### config.mk
export PLATFORM = sky130hd
export DESIGN_NAME = scan_code_decoder
export DESIGN_NICKNAME = d
export VERILOG_FILES = /design/src/rtl/ps2_pkg.sv /design/src/rtl/scan_to_ascii.sv /design/src/rtl/scan_code_decoder.sv
export SDC_FILE = /design/constraint.sdc
export NUM_CORES = 1
export LEC_CHECK = 0
export BUFFER_PORTS_ARGS = -buffer_cell sky130_fd_sc_hd__buf_4
export CAP_MARGIN = 20
export CORE_ASPECT_RATIO = 1.4
export CORE_MARGIN = 3
export CORE_UTILIZATION = 30
export DETAILED_ROUTE_END_ITERATION = 6
export GPL_TIMING_DRIVEN = 0
export PLACE_DENSITY = 0.46
export SLEW_MARGIN = 15
export SYNTH_ARGS = -nofsm -noshare
export SYNTH_HDL_FRONTEND = slang
export SYNTH_HIERARCHICAL = 1
export SYNTH_SLANG_ARGS = --single-unit
### constraint.sdc
create_clock -name clk -period 2.2 [get_ports clk]
set_input_delay 0.11 -clock clk [delete_from_list [all_inputs] [get_ports clk]]
set_output_delay 0.11 -clock clk [all_outputs]
set_load 0.03 [all_outputs]
### src/rtl/ps2_pkg.sv
// Shared PS/2 set-2 scan constants and the prefix-tracking state type.
package ps2_pkg;
  localparam logic [7:0] SC_BREAK  = 8'hF0;
  localparam logic [7:0] SC_EXT    = 8'hE0;
  localparam logic [7:0] SC_LSHIFT = 8'h12;
  localparam logic [7:0] SC_RSHIFT = 8'h59;
  localparam logic [7:0] SC_CAPS   = 8'h58;

  typedef enum logic [1:0] {
    PS_IDLE,
    PS_BRK,
    PS_EXT,
    PS_EXT_BRK
  } prefix_e;
endpackage

### src/rtl/scan_to_ascii.sv
// Combinational set-2 make-code to ASCII lookup with shift / caps-lock casing.
module scan_to_ascii (
  input  logic [7:0] code,
  input  logic       shift,
  input  logic       caps,
  output logic [7:0] ch,
  output logic       hit
);
  logic [7:0] lo, hi;
  logic       letter;

  always_comb begin
    lo  = 8'h00;
    hi  = 8'h00;
    hit = 1'b1;
    case (code)
      8'h1C: lo = "a";  8'h32: lo = "b";  8'h21: lo = "c";  8'h23: lo = "d";
      8'h24: lo = "e";  8'h2B: lo = "f";  8'h34: lo = "g";  8'h33: lo = "h";
      8'h43: lo = "i";  8'h3B: lo = "j";  8'h42: lo = "k";  8'h4B: lo = "l";
      8'h3A: lo = "m";  8'h31: lo = "n";  8'h44: lo = "o";  8'h4D: lo = "p";
      8'h15: lo = "q";  8'h2D: lo = "r";  8'h1B: lo = "s";  8'h2C: lo = "t";
      8'h3C: lo = "u";  8'h2A: lo = "v";  8'h1D: lo = "w";  8'h22: lo = "x";
      8'h35: lo = "y";  8'h1A: lo = "z";
      8'h16: begin lo = "1";  hi = "!";  end
      8'h1E: begin lo = "2";  hi = "@";  end
      8'h26: begin lo = "3";  hi = "#";  end
      8'h25: begin lo = "4";  hi = "$";  end
      8'h2E: begin lo = "5";  hi = "%";  end
      8'h36: begin lo = "6";  hi = "^";  end
      8'h3D: begin lo = "7";  hi = "&";  end
      8'h3E: begin lo = "8";  hi = "*";  end
      8'h46: begin lo = "9";  hi = "(";  end
      8'h45: begin lo = "0";  hi = ")";  end
      8'h4E: begin lo = "-";  hi = "_";  end
      8'h55: begin lo = "=";  hi = "+";  end
      8'h54: begin lo = "[";  hi = "{";  end
      8'h5B: begin lo = "]";  hi = "}";  end
      8'h4C: begin lo = ";";  hi = ":";  end
      8'h52: begin lo = "'";  hi = "\""; end
      8'h41: begin lo = ",";  hi = "<";  end
      8'h49: begin lo = ".";  hi = ">";  end
      8'h4A: begin lo = "/";  hi = "?";  end
      8'h0E: begin lo = 8'h60; hi = "~";  end
      8'h5D: begin lo = "\\"; hi = "|";  end
      8'h29: begin lo = 8'h20; hi = 8'h20; end
      8'h5A: begin lo = 8'h0D; hi = 8'h0D; end
      8'h66: begin lo = 8'h08; hi = 8'h08; end
      8'h0D: begin lo = 8'h09; hi = 8'h09; end
      default: hit = 1'b0;
    endcase
  end

  // Unshifted punctuation all sits below 'a', so the range test isolates letters.
  assign letter = (lo >= 8'h61) && (lo <= 8'h7A);
  assign ch     = letter ? ((shift ^ caps) ? (lo - 8'h20) : lo)
                         : (shift ? hi : lo);
endmodule

### src/rtl/scan_code_decoder.sv
// PS/2 set-2 scan byte decoder: prefix/modifier tracking, ASCII lookup, output FIFO.
module scan_code_decoder
  import ps2_pkg::*;
#(
  parameter int p_depth = 4
) (
  input  logic       clk,
  input  logic       rst,
  input  logic [7:0] scan_code,
  input  logic       scan_val,
  output logic [7:0] ascii,
  output logic       ascii_val,
  input  logic       ascii_rdy,
  output logic       overflow
);
  localparam int AW = $clog2(p_depth);
  localparam logic [AW:0] FULL_CNT = (AW+1)'(p_depth);

  prefix_e    state, state_nxt;
  logic       lshift, rshift, caps;
  logic       lshift_nxt, rshift_nxt, caps_nxt;
  logic       make;
  logic [7:0] map_ch;
  logic       map_hit;
  logic       push_pend;
  logic [7:0] push_char;

  logic [7:0]    mem [p_depth];
  logic [AW-1:0] wr_ptr, rd_ptr;
  logic [AW:0]   count;
  logic          full, pop, wr_en;

  scan_to_ascii u_map (
    .code  (scan_code),
    .shift (lshift | rshift),
    .caps  (caps),
    .ch    (map_ch),
    .hit   (map_hit)
  );

  always_comb begin
    state_nxt  = state;
    lshift_nxt = lshift;
    rshift_nxt = rshift;
    caps_nxt   = caps;
    make       = 1'b0;
    if (scan_val) begin
      case (state)
        PS_IDLE: begin
          if (scan_code == SC_BREAK)      state_nxt = PS_BRK;
          else if (scan_code == SC_EXT)   state_nxt = PS_EXT;
          else if (scan_code == SC_LSHIFT) lshift_nxt = 1'b1;
          else if (scan_code == SC_RSHIFT) rshift_nxt = 1'b1;
          else if (scan_code == SC_CAPS)   caps_nxt   = ~caps;
          else                             make       = 1'b1;
        end
        PS_BRK: begin
          if (scan_code == SC_LSHIFT)      lshift_nxt = 1'b0;
          else if (scan_code == SC_RSHIFT) rshift_nxt = 1'b0;
          state_nxt = PS_IDLE;
        end
        PS_EXT:     state_nxt = (scan_code == SC_BREAK) ? PS_EXT_BRK : PS_IDLE;
        PS_EXT_BRK: state_nxt = PS_IDLE;
        default:    state_nxt = PS_IDLE;
      endcase
    end
  end

  // Lookup is registered once so the FIFO write is decoupled from the scan path.
  always_ff @(posedge clk or negedge rst) begin
    if (!rst) begin
      state     <= PS_IDLE;
      lshift    <= 1'b0;
      rshift    <= 1'b0;
      caps      <= 1'b0;
      push_pend <= 1'b0;
      push_char <= 8'h00;
    end else begin
      state     <= state_nxt;
      lshift    <= lshift_nxt;
      rshift    <= rshift_nxt;
      caps      <= caps_nxt;
      push_pend <= make & map_hit;
      push_char <= map_ch;
    end
  end

  assign ascii_val = (count != '0);
  assign ascii     = mem[rd_ptr];
  assign full      = (count == FULL_CNT);
  assign pop       = ascii_val & ascii_rdy;
  // A full FIFO still takes the write when the head leaves in the same cycle.
  assign wr_en     = push_pend & (~full | pop);

  always_ff @(posedge clk or negedge rst) begin
    if (!rst) begin
      for (int i = 0; i < p_depth; i++) mem[i] <= 8'h00;
      wr_ptr   <= '0;
      rd_ptr   <= '0;
      count    <= '0;
      overflow <= 1'b0;
    end else begin
      if (wr_en) begin
        mem[wr_ptr] <= push_char;
        wr_ptr      <= wr_ptr + 1'b1;
      end
      if (pop) rd_ptr <= rd_ptr + 1'b1;
      case ({wr_en, pop})
        2'b10:   count <= count + 1'b1;
        2'b01:   count <= count - 1'b1;
        default: count <= count;
      endcase
      if (push_pend & full & ~pop) overflow <= 1'b1;
    end
  end
endmodule
* Word level (Yosys, flattened, before mapping)
Cells that the tools add are included.
Storage, ports and cells: register bits 54, input port bits 12, output and inout port bits 10, logic and storage cells 160
Operators by class: add/subtract/negate cells 5, magnitude comparators 5, equal/unequal tests 71, muxes and demuxes 36, bitwise operators 17, reduce and logical (&&, ||, !) cells 12
Operators by type and width (number):
- one-hot mux 7 bit (51 select lines) | 1
- equality test 8 x 6 -> 1 bit, second input constant | 23
- one-hot mux 7 bit (25 select lines) | 1
- equality test 8 x 7 -> 1 bit, second input constant | 21
- equality test 8 x 5 -> 1 bit, second input constant | 8
- OR reduction 51 bit | 1
- 2-to-1 mux 8 bit | 5
- bitwise mux 32 bit | 1
- 2-to-1 mux 1 bit | 18
- binary-select mux 8 bit (select 2 bit) | 1
- demux 8 bit (select 2 bit) | 1
- equality test 8 x 4 -> 1 bit, second input constant | 2
- equality test 8 bit, second input constant | 2
- != test 2 bit, second input constant | 8
- AND reduction 8 bit | 1
- subtractor 7 x 6 -> 8 bit, second input constant | 1
- greater-or-equal comparator 7 bit, second input constant | 1
- less-or-equal comparator 7 bit, second input constant | 1
- 2-to-1 mux 7 bit | 1
- NOT 1 bit | 7
- AND reduction 7 bit | 1
- equality test 2 bit, second input constant | 3
- greater-or-equal comparator 3 bit, second input constant | 2
- 2-to-1 mux 2 bit | 3
- other kinds (21) | 32

* Depth between registers and ports, before layout
Gate-level depths: netlist of the first run.
word-level depth 9, gate-level depth with buffers 12, gate-level depth less buffers 9

* Cells and area by module
The synthesis of the first run kept the hierarchy.
Modules (own cells, without submodules):
- scan_code_decoder | times used 1, cells each 154, area each 2361.0 um2, seq. area each 1351.3 um2
- scan_to_ascii | times used 1, cells each 277, area each 1781.7 um2, seq. area each 0.0 um2

* Worst setup path after synthesis of the first run
Ideal clock, no wire load.
path type input to register, from in scan_code[0], to reg push_char[6], library setup time 0.090 ns, data arrival time 2.189 ns, required time 2.110 ns, slack -0.079 ns, stages on the path 10, path buffers 1, path through buf_2 > nor2b_1 > and3_1 > or3_1 > or4_4 > nor2_2 > and2_1 > ha_1 > a21boi_0 > o2111ai_1
On the way: cells in the longest elaborated chain, start to end 5, elaborated cells on any way between the ends 60, classes of those cells add/sub: 1; order compare: 2; eq/ne: 51; mux: 5; reduce/logical: 1
RTL lines:
- start, declared | line scan_code_decoder.sv:9 | input logic [7:0] scan_code,
- equality test 8 x 4 -> 1 bit, or another cell as far along | line scan_to_ascii.sv:16 | case (code)
- one-hot mux 7 bit (51 select lines) | line scan_to_ascii.sv:16
- subtractor 7 x 6 -> 8 bit, or another cell as far along | line scan_to_ascii.sv:55 | assign ch = letter ? ((shift ^ caps) ? (lo - 8'h20) : lo)
- 2-to-1 mux 8 bit / logical AND 1 bit (equally long branches) | line scan_to_ascii.sv:55, scan_to_ascii.sv:54
- 2-to-1 mux 8 bit * | line scan_to_ascii.sv:55
- via map_ch[6] | line scan_code_decoder.sv:23 | logic [7:0] map_ch;
- end signal, assigned | line scan_code_decoder.sv:84 | push_char <= map_ch;
- end, declared | line scan_code_decoder.sv:26 | logic [7:0] push_char;
Mark *: on every way through the listed nets, which the timed path passes. The rest lies on a longest branch. A chain may end at the register's enable or synchronous reset.

* Worst setup path in the final report of the first run
from reg count[1], to reg count[2]
On the way: cells in the longest elaborated chain, start to end 6, elaborated cells on any way between the ends 12, classes of those cells add/sub: 2; eq/ne: 3; mux: 1; bitwise: 4; reduce/logical: 2
RTL lines:
- start, declared | line scan_code_decoder.sv:30 | logic [AW:0] count;
- start signal, assigned | line scan_code_decoder.sv:109 | 2'b10: count <= count + 1'b1;
- start signal, assigned | line scan_code_decoder.sv:110 | 2'b01: count <= count - 1'b1;
- start signal, assigned | line scan_code_decoder.sv:111 | default: count <= count;
- nonzero test 3 bit / equality test 3 bit (equally long branches) | line scan_code_decoder.sv:88, scan_code_decoder.sv:90
- bitwise AND 1 bit / NOT 1 bit (equally long branches) | line scan_code_decoder.sv:91, scan_code_decoder.sv:93
- bitwise OR 1 bit | line scan_code_decoder.sv:93 | assign wr_en = push_pend & (~full | pop);
- bitwise AND 1 bit | line scan_code_decoder.sv:93
- equality test 2 x 1 -> 1 bit / equality test 2 bit (equally long branches) | line scan_code_decoder.sv:108 | case ({wr_en, pop})
- one-hot mux 3 bit (2 select lines) / nonzero test 2 bit (equally long branches)
Parallel ways exist; a longest one is shown, timed or not.

==> results.json, run 1 <==
{
  "whs_path_depth": 2,
  "yosysWarnings": 6,
  "num_rows": 50,
  "powerDensity_nw_per_um2": 761,
  "drt-pass1-iter-count": 4,
  "critPathKind": "reg -> reg",
  "core_area_um2": 13500,
  "hp-start": "scan_val",
  "max_freq_mhz": 467,
  "dp_hpwl_mm": 9.63,
  "die_w_um": 105,
  "fin_hold_ws_ps": 28.9,
  "wl_per_cell_um": 19.8,
  "syn_avg_cell_area_um2": 9.61,
  "final_util": 0.381,
  "syn_nets": 450,
  "r2r_end": "count[2]$_DFFE_PN0P_",
  "routed_wirelength_mm": 13.1,
  "vdd_ir_drop_max_v": 0.000407,
  "fin_tns_setup_ps": 0,
  "setup_viol": 0,
  "synthCells": 431,
  "drtIter0Drc": 162,
  "drive_above_1_share": 0.347,
  "synth-edff-count": 0,
  "yosysTopAreaCellShare": 0.326,
  "synthArstFlopShare": 1.00,
  "grt_pass1_vias": 3847,
  "viasPerCell": 5.65,
  "cp.arrival_ps": 2360,
  "post-route-period-util": 0.974,
  "cts_buffers": 5,
  "synth.distinct_cells": 80,
  "dieArea_um2": 15300,
  "grt_max_degree": 55,
  "status": "completed",
  "ant_nets": 0,
  "cpPeakStageDelay_ps": 540,
  "hold_viol": 0,
  "timing_worst_slew_pin_value_ps": 675,
  "antenna_cells": 0,
  "grt_pass1_wl_mm": 21.0,
  "r2r_cells": 9,
  "synth_area_leaders": "dfrtp_1, mux2_2, mux4_2",
  "skew_ps": 3.55,
  "nets": 496,
  "min_to": "state[0]$_DFFE_PN0P_",
  "io_buffers": 21,
  "crit_path_start_kind": "register",
  "drv_cap": 0,
  "area_growth_syn_to_layout_pct": 23.8,
  "clkTransAtPathRegs_ps": 70,
  "p_leak_nw": 2.13,
  "synth-seq-cells": 54,
  "maxSlewViolCount": 0,
  "num_io_pins": 22,
  "tritoncts": "done",
  "gp_congestion": 0.916,
  "overflow": 0,
  "rrSetupSlack_ps": 60,
  "hold_path_class": "in -> reg",
  "path_buf_inv": 2,
  "critPathTopFamily": "simple AND/OR/NAND/NOR gates",
  "cts-root-buf": "clkbuf_16",
  "vias": 3727,
  "route.detailed.drc": 0,
  "ys_seq_area_frac": 0.326,
  "yosysTopAreaCell": "dfrtp_1",
  "r2r_start": "count[1]$_DFFE_PN0P_",
  "slew_headroom": 0.550,
  "crit_path_max_fanout": 3,
  "crit_top_cell": "xor2_1",
  "path_cells": "or4b_4 -> buf_6 -> nand2_4 -> ha_4 -> inv_1 -> fa_2 -> xor2_1 -> nor2_1 -> xor2_1",
  "initial_core_util": 0.308,
  "clock_latency_ps": 290,
  "fin_crit_ps": 2140,
  "clock_sinks": 54,
  "cp-end-kind": "register",
  "crit_required_ps": 2410,
  "gr-usage-all-layers": 0.171,
  "cts_max_path_buffers": 2,
  "syn_area_um2": 4140,
  "htree_levels": 2,
  "slowest_stage": "or4b_4",
  "antenna_found_initial": 0,
  "die_y_um": 145,
  "ys.flop_type": "dfrtp_1"
}
==> cell usage after synthesis, types with 7 or more instances <==
cell	count
a31oi_1	9
nor3_1	10
o21ai_0	9
dfrtp_1	54
a21oi_1	8
inv_1	14
xor2_1	8
nand4_1	7
nand3_1	14
mux4_2	8
nand2_1	23
nor2_1	28
o22ai_1	9
nor2b_1	9
clkbuf_1	8
mux2_2	35
buf_2	25
nand2b_1	9
==> metal layers <==
layer | global-route usage | routed length (um) | up-vias
met1 | 0.200 | 5120 | 1821
met3 | 0.0227 | 550 | 50
met2 | 0.302 | 6710 | 146
met5 | 0 | 0 | -
met4 | 0.0840 | 704 | 0
li1 | - | - | 1710
==> registers in the layout, summed over array words and instances (netlist names) <==
| name | flops |
|---|---|
| rshift | 1 |
| push_pend | 1 |
| overflow | 1 |
| push_char | 8 |
| count | 3 |
| lshift | 1 |
| caps | 1 |
| state | 2 |
| wr_ptr | 2 |
| rd_ptr | 2 |
| mem | 32 |
==> cells by family (layout without fill, tap and decap cells) <==
| family | count (synthesis) | count (layout) | share of synthesized area |
|---|---|---|---|
| muxes | 47 | 47 | 0.148 |
| AOI/OAI and AO/OA | 95 | 95 | 0.169 |
| adders and majority gates | 7 | 7 | 0.0230 |
| xor gates and xnor gates | 14 | 14 | 0.0296 |
| and+or+nand+nor | 162 | 162 | 0.247 |
| DFF | 54 | 54 | 0.326 |
| buffers and inverters | 52 | 99 | 0.0568 |
==> worst max path at each step <==
| stage | startpoint | slack, ps | depth (start not counted) | endpoint |
|---|---|---|---|---|
| after CTS | scan_code[7] | 3 | 11 | push_char[6]$_DFF_PN0_ |
| after floorplan | scan_code[0] | -80 | 9 | push_char[6]$_DFF_PN0_ |
| after global placement | scan_code[6] | -740 | 11 | push_char[6]$_DFF_PN0_ |
| final | count[1]$_DFFE_PN0P_ | 60 | 9 | count[2]$_DFFE_PN0P_ |
| after detailed placement | scan_code[6] | -740 | 11 | push_char[6]$_DFF_PN0_ |
| after global routing | scan_code[1] | -2 | 12 | push_char[6]$_DFF_PN0_ |
==> cell type report <==
| cell class | count | area, um2 |
|---|---|---|
| fill | 1373 | 8320 |
| clock inverter | 3 | 68.8 |
| clock buffer | 5 | 125 |
| sequential | 54 | 1350 |
| inverter | 14 | 56.3 |
| multi-input combinational | 325 | 2740 |
| tap | 182 | 228 |
| timing repair buffer | 43 | 329 |
| buffer | 34 | 225 |
==> report_power, final <==
group	leakage (nW)	switching, mW	internal, mW
Clock	0.0940	0.345	0.653
Sequential	0.723	0.142	1.25
Combinational	1.32	0.790	0.721
Total	2.13	1.28	2.62
==> metrics by stage <==
step	instance area (um2)	std cells	total power, mW	setup slack [ps]
after floorplan	4150	431	2.39	-77.7
after global routing	5130	660	4.14	-1.85
after CTS	4920	648	3.91	3.31
final	5130	660	3.90	57.7
after detailed placement	4540	634	2.81	-741
after global placement	4540	634	2.77	-744
==> placed cells by master, fill, tap and decap left out, drive strengths merged, types with 5 or more instances in the layout <==
master  netlist  routed
buf          29      65
dfrtp        54      54
mux2         35      35
nor2         29      29
nand2        23      23
nand3        18      18
clkbuf        9      16
inv          14      13
o21ai        12      12
nor3         11      11
o22ai        11      11
a31oi         9       9
nand2b        9       9
nor2b         9       9
mux4          8       8
a21oi         8       8
xor2          8       8
nand4         7       7
nand4b        6       6
nor4b         6       6
xnor2         6       6
ha            6       6
a21boi        6       6
or4b          6       6
nand3b        5       5
nor3b         5       5
==> what timing repair did <==
action                     CTS  global route
buffers inserted             9            12
gates resized for setup     28            39
pin swaps                   10            10
hold endpoints to repair    54             0
hold buffers                 1             0
gates cloned                 0             0
setup endpoints to repair    5             7
Power figures use the tool's default switching activity.
==> run 2, diff against run 1 <==
Settings changed: CORE_UTILIZATION 30 to 50, PLACE_DENSITY 0.46 to 0.69.
==> results.json, run 2 (same netlist as run 1, synthesis figures left out) <==
{
  "status": "completed",
  "ant_nets": 0,
  "max_freq_mhz": 474,
  "seq_area_um2": 1350,
  "timing_worst_slew_pin_value_ps": 637,
  "fill_cells": 684,
  "multiInputGateArea_um2": 2710,
  "tritoncts": "done",
  "gr-usage-all-layers": 0.267,
  "path_buf_inv": 2,
  "dpl.cell_count": 552,
  "path_cells": "buf_4 -> clkbuf_4 -> nand4b_1 -> a21oi_1 -> o211a_1 -> or4_4 -> nor4_4 -> ha_1 -> a21boi_1 -> o2111ai_1",
  "die_w_um": 82.9,
  "grt_pass1_wl_mm": 20.1,
  "slew_headroom": 0.569,
  "num_io_pins": 22,
  "viasPerCell": 6.58,
  "finalPower_mw": 3.39,
  "hold_path_class": "in -> reg",
  "drt-pass1-iter-count": 5,
  "crit_required_ps": 2420,
  "crit_path_start_kind": "input pin",
  "skew_ps": 6.35,
  "routed_wirelength_mm": 12.3,
  "fin_crit_ps": 2110,
  "wl_per_cell_um": 21.5,
  "num_rows": 38,
  "dieArea_um2": 9430,
  "mostFrequentLayoutCell": "dfrtp_1",
  "grt_pass1_vias": 3812,
  "critPathTopFamily": "simple AND/OR/NAND/NOR gates",
  "critPathKind": "in -> reg",
  "p_leak_nw": 2.06,
  "gp_congestion": 1.02,
  "slowest_stage": "or4_4",
  "drtIter0Drc": 247,
  "placed_area_um2": 4440,
  "initial_core_util": 0.525,
  "final_cell_mix": "dfrtp_1, buf_4, mux2_2",
  "drv_cap": 0,
  "nets": 494,
  "die_y_um": 114,
  "top_regs": "mem: 32 flops, push_char: 8 flops, count: 3 flops",
  "io_buffers": 21,
  "vias": 3777,
  "cts-root-buf": "clkbuf_8",
  "area_growth_syn_to_layout_pct": 17.0,
  "dp_hpwl_mm": 9.22,
  "overflow": 0,
  "antenna_found_initial": 0,
  "post_layout_nonfiller_instances": 574,
  "drive_above_1_share": 0.325,
  "crit_path_max_fanout": 10,
  "route.detailed.drc": 0,
  "powerDensity_nw_per_um2": 700,
  "antenna_cells": 0,
  "cpPeakStageDelay_ps": 570,
  "maxSlewViolCount": 0,
  "setup_viol": 0,
  "hold_viol": 0,
  "cts_max_path_buffers": 2,
  "vdd_ir_drop_max_v": 0.000485,
  "postLayoutCellArea_um2": 4850,
  "cp-end-kind": "register",
  "final_util": 0.614,
  "regMostFlops": "mem",
  "post-route-period-util": 0.959,
  "cts_buffers": 5,
  "grt_max_degree": 55,
  "cp.arrival_ps": 2330,
  "clkTransAtPathRegs_ps": 80,
  "core_area_um2": 7890,
  "largest_reg_flops": 32,
  "clock_latency_ps": 300,
  "clock_sinks": 54,
  "fin_hold_ws_ps": 16.8,
  "htree_levels": 2
}
[run 2: changes by cell type in the layout (fill, tap and decap cells not counted), moves of 2 or more]
cell / delta
buf_4: -5
clkbuf_16: -5
buf_2: +2
a21boi_1: +2
clkbuf_8: +6
bufinv_16: -2
[run 2: timing repair]
action	in CTS	in global routing
hold buffers	1	0
hold endpoints to repair	54	0
pin swaps	7	9
resized for setup	24	30
buffers inserted	10	9
setup endpoints to repair	3	7
[run 2: metrics by stage]
stage               TNS (ps)  worst slack [ps]
global placement       -2440              -708
global route           -14.2             -14.2
CTS                    -12.6             -12.6
finish                     0              90.6
detailed placement     -2390              -667
floorplan              -77.7             -77.7
[run 2: area by class of cell]
cell class	instances	area share
inverters	14	0.0108
plain buffers	34	0.0431
flip-flops and latches	54	0.279
well taps	100	0.0258
repair buffers	41	0.0656
multi-input cells	325	0.559
clock buffers	6	0.0170
[run 2: worst paths after layout]
| path | startpoint | end | slack (ps) | cells after the start |
|---|---|---|---|---|
| worst max-delay path | scan_code[1] | push_char[6]$_DFF_PN0_ | 90 | 10 |
| min in group asynchronous | rst | count[2]$_DFFE_PN0P_ | 370 | 2 |
| worst min register to register | overflow$_DFFE_PN0P_ | overflow$_DFFE_PN0P_ | 480 | 1 |
| max in group asynchronous | rst | mem[28]$_DFFE_PN0P_ | 1400 | 2 |
| worst max register to register | count[1]$_DFFE_PN0P_ | count[2]$_DFFE_PN0P_ | 140 | 8 |
| worst min-delay path | scan_val | state[1]$_DFFE_PN0P_ | 20 | 2 |
[run 2: routing by layer]
| layer | vias up | share of wire | track usage |
|---|---|---|---|
| met3 | 70 | 0.057 | 0.0282 |
| met1 | 1803 | 0.36 | 0.301 |
| met4 | 0 | 0.084 | 0.203 |
| met5 | - | 0 | 0 |
| met2 | 196 | 0.50 | 0.461 |
| li1 | 1708 | - | - |
[run 2: report_power, final]
group / switching [mW] / total [mW] / internal (mW)
Combinational: 0.769 / 1.47 / 0.700
Sequential: 0.147 / 1.40 / 1.25
Clock: 0.285 / 0.528 / 0.243
